===== src/rtl/sr_flag_pkg.sv =====
// sr_flag_pkg: shared command encodings, FSM states and sizing helper for the SR flag arbiter
package sr_flag_pkg;
  localparam logic [1:0] CMD_HOLD = 2'b00;
  localparam logic [1:0] CMD_RST  = 2'b01;
  localparam logic [1:0] CMD_SET  = 2'b10;
  localparam logic [1:0] CMD_BOTH = 2'b11;
  typedef enum logic {ST_IDLE, ST_APPLY} state_t;
  function automatic int clog2_min1(input int n);
    return (n < 2) ? 1 : $clog2(n);
  endfunction
endpackage


===== src/rtl/sr_flag_cell.sv =====
// sr_flag_cell: synchronous SR flag cell; a set+reset holds under SR_FLAG_CONFLICT_DETECT_EN, else resets
module sr_flag_cell
  import sr_flag_pkg::*;
(
  input  logic clk,
  input  logic rst,
  input  logic en,
  input  logic s,
  input  logic r,
  output logic q
);
  logic [1:0] w_sr;
  logic       w_both;
  assign w_sr = {s, r};
`ifdef SR_FLAG_CONFLICT_DETECT_EN
  assign w_both = q;
`else
  assign w_both = 1'b0;
`endif
  always_ff @(posedge clk)
    if (rst) q <= 1'b0;
    else if (en) q <= (w_sr == CMD_SET) ? 1'b1 : (w_sr == CMD_RST) ? 1'b0 : (w_sr == CMD_BOTH) ? w_both : q;
endmodule


===== src/rtl/sr_flag_arbiter.sv =====
// sr_flag_arbiter: round-robin sharing of NFLAGS SR flag cells among NREQ requesters
// Optional conflict reporting on a captured set+reset: SR_FLAG_CONFLICT_DETECT_EN
module sr_flag_arbiter
  import sr_flag_pkg::*;
#(
  parameter int NREQ   = 4,
  parameter int NFLAGS = 8,
  localparam int IW    = clog2_min1(NFLAGS),
  localparam int NW    = clog2_min1(NREQ)
) (
  input  logic                 clk,
  input  logic                 rst,
  input  logic                 en,
  input  logic                 clr_all,
  input  logic [NREQ-1:0]      req,
  input  logic [NREQ-1:0]      cmd_s,
  input  logic [NREQ-1:0]      cmd_r,
  input  logic [NREQ*IW-1:0]   idx,
  output logic [NREQ-1:0]      gnt,
  output logic                 busy,
  output logic [NFLAGS-1:0]    flags,
  output logic                 err_valid,
  output logic [NW-1:0]        err_id
);
  state_t          r_state;
  logic [NW-1:0]   r_rr, w_win, w_j;
  logic [IW-1:0]   r_idx;
  logic [IW-1:0]   w_idx [NREQ];
  logic [NREQ-1:0] r_gnt;
  logic            r_s, r_r, r_busy, w_found, w_take;
  genvar g;
  for (g = 0; g < NREQ; g++) begin : g_unpack
    assign w_idx[g] = idx[g*IW +: IW];
  end
  // Scan from the highest offset down so the nearest requester at or after r_rr wins
  always_comb begin
    w_found = 1'b0;
    w_win   = '0;
    w_j     = '0;
    for (int k = NREQ - 1; k >= 0; k--) begin
      w_j = NW'((int'(r_rr) + k) % NREQ);
      if (req[w_j]) begin
        w_found = 1'b1;
        w_win   = w_j;
      end
    end
  end
  assign w_take = (r_state == ST_IDLE) && en && w_found;
  always_ff @(posedge clk)
    if (rst) begin
      r_state <= ST_IDLE;
      r_rr    <= '0;
      r_s     <= 1'b0;
      r_r     <= 1'b0;
      r_idx   <= '0;
      r_gnt   <= '0;
      r_busy  <= 1'b0;
    end else if (r_state == ST_IDLE) begin
      if (w_take) begin
        r_state <= ST_APPLY;
        r_s     <= cmd_s[w_win];
        r_r     <= cmd_r[w_win];
        r_idx   <= w_idx[w_win];
        r_gnt   <= NREQ'(1) << w_win;
        r_busy  <= 1'b1;
        r_rr    <= NW'((int'(w_win) + 1) % NREQ);
      end
    end else begin
      r_state <= ST_IDLE;
      r_gnt   <= '0;
      r_busy  <= 1'b0;
    end
  assign gnt  = r_gnt;
  assign busy = r_busy;
  // clr_all overrides the captured command by forcing a reset into every cell
  for (g = 0; g < NFLAGS; g++) begin : g_cell
    logic w_sel;
    assign w_sel = (r_state == ST_APPLY) && (r_idx == IW'(g));
    sr_flag_cell u_cell (
      .clk (clk),
      .rst (rst),
      .en  (w_sel | clr_all),
      .s   (w_sel & r_s & ~clr_all),
      .r   (clr_all | (w_sel & r_r)),
      .q   (flags[g])
    );
  end
`ifdef SR_FLAG_CONFLICT_DETECT_EN
  logic [NW-1:0] r_id, r_err_id;
  logic          r_err_valid, w_conf;
  assign w_conf = (r_state == ST_APPLY) && !clr_all && r_s && r_r;
  always_ff @(posedge clk)
    if (rst) begin
      r_id        <= '0;
      r_err_valid <= 1'b0;
      r_err_id    <= '0;
    end else begin
      if (w_take) r_id <= w_win;
      r_err_valid <= w_conf;
      if (w_conf) r_err_id <= r_id;
    end
  assign err_valid = r_err_valid;
  assign err_id    = r_err_id;
`else
  assign err_valid = 1'b0;
  assign err_id    = '0;
`endif
endmodule


===== config.mk =====
export PLATFORM = sky130hd
export DESIGN_NAME = sr_flag_arbiter
export DESIGN_NICKNAME = d
export VERILOG_FILES = /design/src/rtl/sr_flag_pkg.sv /design/src/rtl/sr_flag_cell.sv /design/src/rtl/sr_flag_arbiter.sv
export SDC_FILE = /design/constraint.sdc
export NUM_CORES = 1
export LEC_CHECK = 0
export CORE_MARGIN = 4
export CORE_UTILIZATION = 41
export CTS_BUF_LIST = sky130_fd_sc_hd__clkbuf_4 sky130_fd_sc_hd__clkbuf_8
export CTS_CLUSTER_DIAMETER = 80
export DETAILED_ROUTE_END_ITERATION = 8
export PLACE_DENSITY = 0.78
export SLEW_MARGIN = 20
export SYNTH_ARGS = -nofsm -noshare
export SYNTH_HDL_FRONTEND = slang
export SYNTH_SLANG_ARGS = --single-unit

===== constraint.sdc =====
create_clock -name clk -period 1.71 [get_ports clk]
set_clock_uncertainty 0.2 [all_clocks]
set_input_delay 0.342 -clock clk [delete_from_list [all_inputs] [get_ports clk]]
set_output_delay 0.342 -clock clk [all_outputs]
set_load 0.01 [all_outputs]

; ---- After elaboration in Yosys (flattened, before gate mapping)
; Index checks and enable logic that the tools add are counted.
; W data, S select, Z words.
[totals]
register_bits = 21
in_bits = 28
out_inout_bits = 16
elab_cells = 177
[classes]
n_addsub = 4
order_cmp = 6
n_eq_ne = 31
n_shift = 1
muxes = 48
bitwise_logic = 43
n_reduce_logical = 29
[ops]
columns = op, count
row1 = $mux W1, 35
row2 = $eq A2 B2 Y1 const B, 16
row3 = $and A1 B1 Y1, 24
row4 = $reduce_bool A3 Y1, 8
row5 = $reduce_and A2 Y1, 9
row6 = $eq A2 B1 Y1 const B, 8
row7 = $or A1 B1 Y1, 16
row8 = $lt A2 B3 Y1 const B, 5
row9 = $bmux W1 S2, 6
row10 = $eq A3 B3 Y1 const B, 4
row11 = $logic_and A1 B1 Y1, 10
row12 = $mux W2, 4
row13 = $bmux W3 S2, 1
row14 = $eq A3 B2 Y1 const B, 2
row15 = $mux W3, 2
row16 = $add A2 B1 Y2 const B, 2
row17 = $add A2 B2 Y2 const B, 2
row18 = $shl A1 B2 Y4 const A, 1
row19 = $eq A3 B1 Y1 const B, 1
row20 = $ge A3 B3 Y1 const B, 1
row21 = $logic_not A3 Y1, 1
row22 = $not A2 Y3, 1
row23 = $not A1 Y1, 2
row24 = $reduce_or A2 Y1, 1

; ---- Depth between registers and ports, before layout
; Gate-level depths: netlist (run 1).
[logic_depth]
ltp_word = 11
ltp_mapped = 8
depth_no_buf = 7

; ---- Hierarchy
; From an unflattened synthesis (run 1), not the netlist that was laid out.
[hier_totals]
cells_unflattened = 142
area_unflattened_um2 = 1298.7
[by_module_without_submodules]
columns = module, n_inst, cells_per_inst, area_each_um2, seq_area_each_um2
row1 = sr_flag_arbiter, 1, 118, 1038.5, 260.2
row2 = sr_flag_cell, 8, 3, 32.5, 20.0

; ---- Least setup slack after synthesis (run 1)
; Ideal clock, no wire load.
[synth_path]
kind = input -> register
from = input req[0]
to = register r_gnt[0] (netlist: gnt[0])
setup_ps = 131
t_arrival_ps = 1431
t_required_ps = 1379
setup_slack_ps = -51
stages = 8
path_buffers = 1
cell_sequence = a21o_1 -> a21oi_1 -> o22a_1 -> buf_4 -> inv_1 -> ha_1 -> mux2i_1 -> nor3_1
[synth_via]
elab_chain_cells = 7
word_cells_on_any_way = 18
classes_between = shift (1) / mux (16) / reduce/logical (1)
[synth_lines]
columns = element, line_no
row1 = from (decl), sr_flag_arbiter.sv:15  ; input logic [NREQ-1:0] req,
row2 = $bmux W1 S2, sr_flag_arbiter.sv:42  ; if (req[w_j]) begin
row3 = $mux W1 (not written as such), sr_flag_arbiter.sv:42
row4 = $mux W2 or $mux W1 (tied branches) (4 in a row), sr_flag_arbiter.sv:42
row5 = $shl A1 B2 Y4 or $logic_and A1 B1 Y1 (tied branches), "sr_flag_arbiter.sv:64, sr_flag_arbiter.sv:48"
row6 = to (signal assigned), sr_flag_arbiter.sv:64  ; r_gnt <= NREQ'(1) << w_win;
row7 = to (decl), sr_flag_arbiter.sv:29  ; logic [NREQ-1:0] r_gnt;
; Parallel ways exist; a longest one is shown, timed or not. The select of a mux whose other input is x is not followed.
; A chain may end at the register's enable or synchronous reset.

; ---- Final worst setup path (run 1)
[layout_path]
from = register r_rr[0]
to = register r_rr[1]
[layout_via]
elab_chain_cells = 9
word_cells_on_any_way = 22
classes_between = add/sub (4) / mux (16) / reduce/logical (2)
[layout_lines]
columns = element, line_no
row1 = from (decl), sr_flag_arbiter.sv:26  ; logic [NW-1:0] r_rr, w_win, w_j;
row2 = from (signal assigned), sr_flag_arbiter.sv:66  ; r_rr <= NW'((int'(w_win) + 1) % NREQ);
row3 = "parallel branches: the longest is 9 deep, another holds $add A2 B2 Y2", --
; Several ways; the timed one is not identified. The select of a mux whose other input is x is not followed.

==> results.rst, run 1 <==
.. list-table::
   :header-rows: 1

   * - Metric
     - Value
   * - Run status
     - finished with violations
   * - Violated checks
     - negative setup slack
   * - Depth of the most critical reg-to-reg path
     - 7
   * - Cells taking the most area after synthesis
     - dfxtp_1 36%, mux2i_1 12%, buf_4 7.7%, a211oi_1 5.1%, ha_1 4.3%
   * - Post-Place Setup Slack
     - -0.597 ns
   * - Maximum number of pins on one net before global-route repair
     - 13
   * - Cell depth of the worst hold path
     - 2
   * - Clock tree from TritonCTS
     - done
   * - Number of DRC violations after detailed routing
     - 0
   * - Chip Width
     - 61.4 um
   * - Final setup violating endpoints
     - 8
   * - Number of detailed-routing iterations run before antenna repair
     - 4
   * - Number of rows created at floorplan
     - 19
   * - PD cells
     - 675 nW/um2
   * - Instance area after placement
     - 1610 um2
   * - Class of the tightest hold or removal check
     - flop to flop
   * - Fraction of registers with async set or reset after synthesis
     - 0%
   * - Maximum vdd ir drop
     - 0.427 mV
   * - Max Root-Sink Buffers
     - 2
   * - Via density per instance
     - 5.41
   * - Mean area per synthesized cell
     - 9.50 um2
   * - Kind of critical path
     - flop to flop
   * - Largest area contributor in the netlist
     - dfxtp_1
   * - Cell count after synthesis
     - 123
   * - Global-route wire length before repair
     - 4550 um
   * - Total routing usage reported by global routing
     - 16.3%
   * - Period utilisation layout
     - 104%
   * - Clk_lat worst skew
     - 0.30 ns
   * - Routed length per placed instance
     - 15.2 um
   * - Number of clock buffers inserted by TritonCTS
     - 3
   * - Overall power consumption
     - 1.20 mW
   * - Required time of the worst setup path
     - 1.76 ns
   * - Critical Path Source Type
     - flop
   * - Final cell count without fillers
     - 201
   * - Number of I/O port buffers
     - 40
   * - Peak per-stage delay on the critical path
     - 0.34 ns
   * - Highest-count cells in the layout ignoring fill and taps
     - 23 x clkdlybuf4s50_1, 20 x dfxtp_1, 16 x dlygate4sd2_1
   * - Number of library cell types mapped by synthesis
     - 32
   * - Master of the slowest instance on the critical path
     - dfxtp_2
   * - Post-Syn Area
     - 1170 um2
   * - Largest fanout on the critical path
     - 4
   * - Total length of routed wires
     - 3050 um
   * - Fraction of final layout cells with drive strength greater than 1
     - 27.6%
   * - Setup slack of the critical path after layout
     - -0.0716 ns
   * - Core Footprint
     - 2730 um2
   * - Sum of negative setup slack
     - -0.281 ns
   * - Final critical delay including setup and external delays
     - 1.78 ns
   * - Area share of the leading cell type in the synthesized netlist
     - 36.0%
   * - Routability congestion estimate from global placement
     - 0.766
   * - Effective utilization at floorplan
     - 42.7%
   * - Clock tree sinks
     - 21
   * - Number of filler cells placed in the layout
     - 217
   * - Fraction of the yosys area taken by sequential cells
     - 36.0%
   * - Endpoint class of the critical path
     - flop
   * - Synthesis warning total
     - 0
   * - Post-synth EDFFs
     - 0
   * - Final design instance area without fill
     - 1780 um2
   * - Top FF cell, synth
     - dfxtp_1
   * - Clock root buffer master
     - clkbuf_4
   * - RSZ-0062 raised after global routing
     - true
   * - Initial antenna violation count
     - 0
   * - Slew Viols, Final
     - 0
   * - Max-cap viol count
     - 0
   * - Die ar.
     - 3770 um2
   * - Placed Instances
     - 193
   * - Data arrival time of the worst path
     - 1.83 ns
   * - Final-stage net count
     - 203
   * - IO Count
     - 44
   * - Violation count after the first detailed-route iteration
     - 21
   * - Most common cell after layout, fill and taps aside
     - clkdlybuf4s50_1
   * - Number of H-tree levels
     - 1
   * - Antenna Diode Count
     - 0
   * - Final-report hold violation count
     - 0
   * - Detailed-route via count
     - 1087
   * - Clock transition at the register clock pins on the worst setup and hold paths after CTS
     - 0.12 ns
   * - Remaining number of nets flagged by the antenna check after routing
     - 0
   * - Growth of design area from synthesis to finish
     - 52.2%
   * - Fmax
     - 0.561 GHz
   * - Overall die height
     - 61.4 um
   * - Leakage component of the power
     - 0.748 nW
   * - Register bit count reported by yosys
     - 21
   * - Number of global-route vias before repair
     - 1032
   * - Critical-path cell list
     - nand2b_4 > and2b_1 > o22a_2 > clkbuf_16 > ha_4 > nand2_2 > a21oi_1
   * - Remaining global-route overflow
     - 0
   * - HPWL reported at the end of detailed placement
     - 2320 um
[path summary, 6_finish.rpt]
path | from | endpoint | slack (ns)
setup / recovery | r_rr[0] | r_rr[1] | -0.07
hold / removal | busy | busy | 0.26
setup reg to reg | r_rr[0] | r_rr[1] | -0.07
hold reg to reg | busy | busy | 0.26
[cells in the mapped netlist, drive strengths merged (4+ instances only)]
cell type / n
dfxtp: 21
buf: 14
mux2i: 14
a211oi: 9
a21oi: 9
nor2: 7
nand2: 6
inv: 5
nand3b: 5
o221ai: 5
ha: 4
nor3: 4
[layer usage]
layer  up-vias  global-route usage [%]  share of wire [%]
li1        532                       -                  -
met5         -                       0                  0
met3         6                    2.94                6.3
met4         0                    5.45                1.7
met1       510                    19.6                 41
met2        39                    29.0                 51
[power breakdown]
group / internal (mW) / switching (mW) / leakage [nW]
logic: 0.229 / 0.178 / 0.559
registers: 0.518 / 0.0297 / 0.171
clock network: 0.0873 / 0.159 / 0.0177
[cell type report]
cell class                 instances  area [um2]  share of cell area [%]
clock buffer                       3        22.5                    1.27
sequential                        21         422                    23.7
inverter                           5        23.8                    1.34
tap                               31        38.8                    2.18
clock inverter                     1        5.00                   0.281
timing repair buffer              57         541                    30.4
multi-input combinational         83         727                    40.9
[stage by stage]
step / hold WS, ns / util [%]
floorplan: 0.226 / -
global placement: 0.237 / 59.0
detailed placement: 0.249 / 59.0
CTS: 0.264 / 59.5
global route: 0.271 / 65.1
finish: 0.263 / 65.1
[flip-flops by register name (all words and copies together) (netlist names)]
name / count
g_cell.u_cell.q: 8
gnt: 4
r_idx: 3
r_rr: 2
busy: 1
r_r: 1
r_s: 1
r_state: 1
[logic make-up (layout without fill, tap and decap cells)]
group / after synthesis / in the layout / synth area share (%)
other cells: 1 / 3 / 0.321
compound gates: 31 / 31 / 20.7
buf+inv: 21 / 66 / 11.2
mux: 14 / 14 / 12.0
simple gates: 31 / 31 / 15.5
flops: 21 / 21 / 36.0
fa+ha+maj: 4 / 4 / 4.28
[critical path: cells and delay by family, from the launching register on]
kind,cells,cell delay [ns]
and+or+nand+nor,3,0.32
AOI/OAI and AO/OA,2,0.42
adders and majority gates,1,0.26
buffers and inverters,1,0.18
DFF,1,0.34
[repair_timing]
action / 4_1_cts / 5_1_grt
hold buffers: 0 / 0
gates resized for setup: 18 / 27
buffers inserted: 1 / 2
pin swaps: 1 / 6
gates cloned: 0 / 1
endpoints found under the setup margin: 24 / 9
Note: power is estimated with default switching activity, not from simulation.
==> run 2: changes to the inputs <==
--- a/config.mk
+++ b/config.mk
@@ -7,7 +7,7 @@
 export LEC_CHECK = 0
 export CORE_MARGIN = 4
 export CORE_UTILIZATION = 41
-export CTS_BUF_LIST = sky130_fd_sc_hd__clkbuf_4 sky130_fd_sc_hd__clkbuf_8
+export CTS_BUF_LIST = sky130_fd_sc_hd__clkbuf_8
 export CTS_CLUSTER_DIAMETER = 80
 export DETAILED_ROUTE_END_ITERATION = 8
 export PLACE_DENSITY = 0.78
==> run 2 against run 1 <==
The flow still finishes with violations (negative setup slack). Design area up 1.2%. Worst setup slack better by 0.016 ns. Hold slack worse by 0.0038 ns. Critical path depth up 1. Largest cell class unchanged.
==> results.rst, run 2 (synthesis results as in run 1) <==
.. list-table::
   :header-rows: 1

   * - Metric
     - Value
   * - Run status
     - finished with violations
   * - Violated checks
     - negative setup slack
   * - Critical register-to-register path startpoint
     - r_rr[0]
   * - Final setup violating endpoints
     - 10
   * - Critical Path Source Type
     - input port
   * - Clock transition at the register clock pins on the worst setup and hold paths after CTS
     - 0.08 ns
   * - Placed Instances
     - 193
   * - Depth of the most critical reg-to-reg path
     - 7
   * - Number of H-tree levels
     - 1
   * - Slew Viols, Final
     - 0
   * - Class of the tightest hold or removal check
     - flop to flop
   * - Largest fanout on the critical path
     - 4
   * - Final critical delay including setup and external delays
     - 1.77 ns
   * - Fin util
     - 65.9%
   * - Overall power consumption
     - 1.26 mW
   * - Clock tree sinks
     - 21
   * - RSZ-0062 raised after global routing
     - true
   * - Core Footprint
     - 2730 um2
   * - Effective utilization at floorplan
     - 42.7%
   * - Cts-stage hold buffer count
     - 0
   * - Maximum number of pins on one net before global-route repair
     - 13
   * - Remaining global-route overflow
     - 0
   * - Required time of the worst setup path
     - 1.65 ns
   * - Cell count along the critical path
     - 8
   * - Initial antenna violation count
     - 0
   * - Kind of critical path
     - input port to flop
   * - Number of DRC violations after detailed routing
     - 0
   * - Cell depth of the worst hold path
     - 2
   * - Leakage component of the power
     - 0.928 nW
   * - Start point of the critical path
     - req[0]
   * - Data arrival time of the worst path
     - 1.70 ns
   * - Die ar.
     - 3770 um2
   * - Most common cell after layout, fill and taps aside
     - clkdlybuf4s50_1
   * - Number of rows created at floorplan
     - 19
   * - Critical-path cell list
     - clkdlybuf4s15_2 > a21o_1 > a21oi_2 > o22a_4 > clkbuf_16 > buf_6 > mux2i_1 > o221ai_1
   * - Period utilisation layout
     - 103%
   * - Final cell count without fillers
     - 201
   * - Post-Place Setup Slack
     - -0.597 ns
   * - Critical path buffers and inverters
     - 3
   * - Routed length per placed instance
     - 15.6 um
   * - Routability congestion estimate from global placement
     - 0.766
   * - Global-route wire length before repair
     - 4600 um
   * - Clk_lat worst skew
     - 0.26 ns
   * - Hold wc startpoint
     - busy
   * - Final-stage net count
     - 203
   * - Violation count after the first detailed-route iteration
     - 23
   * - Number of I/O port buffers
     - 40
   * - Peak per-stage delay on the critical path
     - 0.24 ns
   * - Detailed-route via count
     - 1070
   * - IO Count
     - 44
   * - Endpoint class of the critical path
     - flop
   * - Antenna Diode Count
     - 0
   * - Total routing usage reported by global routing
     - 16.4%
   * - PD cells
     - 702 nW/um2
   * - Growth of design area from synthesis to finish
     - 54.1%
   * - Max-cap viol count
     - 0
   * - Final-report hold violation count
     - 0
   * - Via density per instance
     - 5.32
   * - Remaining number of nets flagged by the antenna check after routing
     - 0
   * - CP top delay family
     - compound AO/OA/AOI/OAI gates
   * - Total length of routed wires
     - 3140 um
   * - Clock root buffer master
     - clkbuf_8
   * - Maximum vdd ir drop
     - 0.429 mV
   * - HPWL reported at the end of detailed placement
     - 2320 um
   * - Setup slack of the critical path after layout
     - -0.0551 ns
   * - Number of clock buffers inserted by TritonCTS
     - 3
   * - Highest-count cells in the layout ignoring fill and taps
     - 23 x clkdlybuf4s50_1, 20 x dfxtp_1, 13 x dlymetal6s2s_1, 13 x buf_4, 11 x mux2i_1
   * - Number of global-route vias before repair
     - 1043
   * - Number of detailed-routing iterations run before antenna repair
     - 4
   * - Fraction of final layout cells with drive strength greater than 1
     - 26.5%
   * - Flip-flop count of the largest register after layout
     - 8
   * - Clock tree from TritonCTS
     - done
   * - Fmax
     - 0.567 GHz
   * - Sum of negative setup slack
     - -0.282 ns
   * - Register ranked first by flip-flop count
     - g_cell.u_cell.q
   * - Overall die height
     - 61.4 um
   * - Max Root-Sink Buffers
     - 2
   * - Master of the slowest instance on the critical path
     - clkdlybuf4s15_2
   * - Chip Width
     - 61.4 um
run 2: cell types whose count changed in the layout (fill, tap and decap cells not counted), moves of 3 or more:
cell / previous run / this run
dlymetal6s2s_1: 0 / 13
clkbuf_8: 0 / 3
dlygate4sd2_1: 16 / 1
clkbuf_4: 3 / 0
run 2: final timing paths:
path	end	slack (ns)
max reg2reg	r_idx[2]	-0.05
min reg2reg	busy	0.26
min	busy	0.26
max	r_idx[2]	-0.06
run 2: per-layer routing:
metal | global-route usage (%) | vias up | wire length, um
li1 | - | 528 | -
met1 | 19.5 | 493 | 1310
met2 | 29.6 | 43 | 1560
met3 | 2.94 | 6 | 206
met4 | 5.45 | 0 | 59
met5 | 0 | - | 0
run 2: tightest hold or removal path, stage by stage (launching register included):
cell and delay (ns):
dfxtp_1 0.32, inv_1 0.05, a211oi_1 0.05
run 2: timing repair:
action                     in CTS  in global routing
resized for setup               7                 35
setup buffers                   1                  2
setup endpoints to repair      11                 22
pin swaps                       1                  8
hold endpoints to repair        0                  0
gates cloned                    0                  1
run 2: area by class of cell:
| type | count | area (um2) |
|---|---|---|
| Clock buffer | 3 | 41.3 |
| Clock inverter | 1 | 5.00 |
| Fill cell | 211 | 933 |
| Inverter | 5 | 18.8 |
| Multi-Input combinational cell | 83 | 687 |
| Sequential cell | 21 | 422 |
| Tap cell | 31 | 38.8 |
| Timing Repair Buffer | 57 | 588 |
run 2: report_power, final:
group / internal [mW] / switching [mW]
clock network: 0.162 / 0.167
registers: 0.517 / 0.0285
logic: 0.221 / 0.168
run 2: metrics by stage:
step	hold WS [ns]	instance area, um2
3_3_place_gp	0.237	1610
3_5_place_dp	0.249	1610
2_1_floorplan	0.226	1180
4_1_cts	0.260	1670
5_1_grt	0.267	1800
6_report	0.259	1800
==> run 3: changes to the inputs <==
--- a/config.mk
+++ b/config.mk
@@ -5,12 +5,13 @@
 export SDC_FILE = /design/constraint.sdc
 export NUM_CORES = 1
 export LEC_CHECK = 0
+export ABC_AREA = 1
 export CORE_MARGIN = 4
-export CORE_UTILIZATION = 41
+export CORE_UTILIZATION = 44
 export CTS_BUF_LIST = sky130_fd_sc_hd__clkbuf_8
 export CTS_CLUSTER_DIAMETER = 80
 export DETAILED_ROUTE_END_ITERATION = 8
-export PLACE_DENSITY = 0.78
+export PLACE_DENSITY = 0.79
 export SLEW_MARGIN = 20
 export SYNTH_ARGS = -nofsm -noshare
 export SYNTH_HDL_FRONTEND = slang
==> run 3 against run 2 <==
The flow still finishes with violations (negative setup slack). Synthesized cell count is 90% higher. Worst setup slack worse by 0.29 ns. Area after synthesis is 24% higher. Largest power group is now combinational cells. Largest cell class unchanged. Flip-flop and latch count stayed put.
==> results.rst, run 3 <==
.. list-table::
   :header-rows: 1

   * - Metric
     - Value
   * - Critical register-to-register path startpoint
     - r_rr[0]
   * - Highest-count cells in the layout ignoring fill and taps
     - 35 x inv_1, 29 x clkdlybuf4s50_1, 24 x nand2_1
   * - Largest area contributor in the netlist
     - dfxtp_1
   * - Depth of the most critical reg-to-reg path
     - 13
   * - Number of I/O port buffers
     - 40
   * - Max-cap viol count
     - 0
   * - IO Count
     - 44
   * - Fmax
     - 0.486 GHz
   * - Clk_lat worst skew
     - 0.26 ns
   * - Number of DRC violations after detailed routing
     - 0
   * - Class of the tightest hold or removal check
     - flop to flop
   * - Antenna Diode Count
     - 0
   * - RSZ-0062 raised after global routing
     - true
   * - Clock root buffer master
     - clkbuf_8
   * - Chip Width
     - 65.3 um
   * - Placed Instances
     - 317
   * - Die ar.
     - 4260 um2
   * - Worst setup slack for register-to-register paths
     - -0.35 ns
   * - Post-Syn Area
     - 1440 um2
   * - Effective utilization at floorplan
     - 46.5%
   * - Final critical delay including setup and external delays
     - 2.06 ns
   * - Number of H-tree levels
     - 1
   * - Run status
     - finished with violations
   * - Number of detailed-routing iterations run before antenna repair
     - 4
   * - Leakage component of the power
     - 1.30 nW
   * - Remaining number of nets flagged by the antenna check after routing
     - 0
   * - Area share of the leading cell type in the synthesized netlist
     - 29.1%
   * - Worst hold endpoint
     - gnt[2]
   * - Routability congestion estimate from global placement
     - 0.777
   * - Register bit count reported by yosys
     - 21
   * - HPWL reported at the end of detailed placement
     - 2530 um
   * - Data arrival time of the worst path
     - 2.02 ns
   * - Required time of the worst setup path
     - 1.68 ns
   * - Fraction of registers with async set or reset after synthesis
     - 0%
   * - Slew Viols, Final
     - 0
   * - Detailed-route via count
     - 1751
   * - Cells taking the most area after synthesis
     - dfxtp_1 29%, nand2_1 13%, inv_1 11%, nand3_1 11%, buf_4 6.8%
   * - Register ranked first by flip-flop count
     - g_cell.u_cell.q
   * - Number of clock buffers inserted by TritonCTS
     - 3
   * - Via density per instance
     - 5.26
   * - Core Footprint
     - 3100 um2
   * - Cell depth of the worst hold path
     - 2
   * - Maximum number of pins on one net before global-route repair
     - 13
   * - Max Root-Sink Buffers
     - 2
   * - Period utilisation layout
     - 120%
   * - Fraction of final layout cells with drive strength greater than 1
     - 39.4%
   * - Most common cell after layout, fill and taps aside
     - inv_1
   * - Final cell count without fillers
     - 333
   * - Most instantiated library cell after synthesis
     - nand2_1
   * - Largest fanout on the critical path
     - 7
   * - RR Endpoint
     - r_idx[2]
   * - Hold Worst Slack
     - 0.265 ns
   * - Final-stage net count
     - 322
   * - Top FF cell, synth
     - dfxtp_1
   * - Fraction of the yosys area taken by sequential cells
     - 29.1%
   * - Post-Place Setup Slack
     - -0.589 ns
   * - Total routing usage reported by global routing
     - 21.3%
   * - Hold wc startpoint
     - gnt[2]
   * - Clock transition at the register clock pins on the worst setup and hold paths after CTS
     - 0.08 ns
   * - Growth of design area from synthesis to finish
     - 75.3%
   * - Synthesis warning total
     - 0
   * - Total length of routed wires
     - 5510 um
   * - Commonest cells in the synthesized netlist
     - 49 x nand2_1, 44 x inv_1, 33 x nand3_1
   * - Cts-stage hold buffer count
     - 0
   * - Final-report hold violation count
     - 0
   * - Overall die height
     - 65.3 um
   * - Maximum vdd ir drop
     - 0.698 mV
   * - Kind of critical path
     - flop to flop
   * - Number of library cell types mapped by synthesis
     - 24
   * - Flip-flop count of the largest register after layout
     - 8
   * - Routed length per placed instance
     - 16.5 um
   * - Cell count after synthesis
     - 234
   * - Endpoint class of the critical path
     - flop
   * - Global-route wire length before repair
     - 7150 um
   * - Clock tree from TritonCTS
     - done
   * - Overall power consumption
     - 2.53 mW
   * - Setup slack of the critical path after layout
     - -0.347 ns
   * - PD cells
     - 1000 nW/um2
   * - Initial antenna violation count
     - 0
   * - Number of rows created at floorplan
     - 20
   * - Number of global-route vias before repair
     - 1671
   * - Clock tree sinks
     - 21
   * - Violation count after the first detailed-route iteration
     - 147
   * - Remaining global-route overflow
     - 0
   * - Critical Path Source Type
     - flop
   * - Violated checks
     - negative setup slack
   * - Final setup violating endpoints
     - 12
   * - Post-synth EDFFs
     - 0
   * - Mean area per synthesized cell
     - 6.17 um2
## run 3: final cells by class
class / count / area [um2]
clock buffers: 3 / 41.3
clock inverters: 1 / 5.00
fillers: 193 / 572
inverters: 45 / 179
multi-input cells: 151 / 1100
flip-flops and latches: 21 / 424
well taps: 44 / 55.1
repair buffers: 68 / 729
## run 3: power breakdown
group | switching (mW) | internal, mW
logic | 0.882 | 0.724
registers | 0.0511 | 0.538
clock network | 0.174 | 0.163
total | 1.11 | 1.42
## run 3: cells by family after synthesis
family / Yosys count / share of synthesized area [%]
XOR/XNOR: 1 / 0.607
other: 1 / 0.260
flip-flops: 21 / 29.1
AO/OA/AOI/OAI: 20 / 7.89
AND/OR/NAND/NOR: 123 / 37.4
buffers and inverters: 64 / 21.2
adder cells (fa/ha/maj): 4 / 3.47
## run 3: worst max path at each step
stage	startpoint	end	slack, ns	cells past startpoint
after floorplan	r_rr[0]	r_rr[1]	-0.08	13
after global placement	req[1]	gnt[0]	-0.57	12
after detailed placement	req[0]	r_idx[1]	-0.59	15
after CTS	r_rr[0]	r_rr[1]	-0.18	11
after global routing	r_rr[0]	r_idx[2]	-0.43	12
final	r_rr[0]	r_idx[2]	-0.35	13
## run 3: critical path: stages (launching register included)
cell and delay, ns:
dfxtp_4 0.38, buf_8 0.15, o21ai_4 0.15, nand2_2 0.12
nand3_4 0.14, nand2_4 0.08, nand2_8 0.09, buf_4 0.12
clkbuf_16 0.13, nand3_1 0.08, nand3_2 0.10, nand3_2 0.07
nand2_1 0.09, inv_1 0.06
## run 3: timing repair
item	in CTS	in global routing
pin swaps	20	16
gates resized for setup	61	58
buffers inserted	7	6
endpoints found under the setup margin	12	18
gates cloned	1	2
endpoints found under the hold margin	0	0
## run 3: per-stage QoR
step	TNS [ns]	utilization (%)	cell area (um2)
after floorplan	-0.206	-	1470
after global placement	-6.05	62.4	1940
after CTS	-1.54	73.5	2280
after detailed placement	-6.47	62.4	1940
after global routing	-3.79	81.6	2530
final	-2.76	81.6	2530
## run 3: metal layers
layer	vias to the layer above	GRT usage, %	wire length, um
met3	19	2.91	359
met5	-	0	0
li1	817	-	-
met2	88	35.0	2690
met1	827	26.2	2280
met4	0	12.7	180
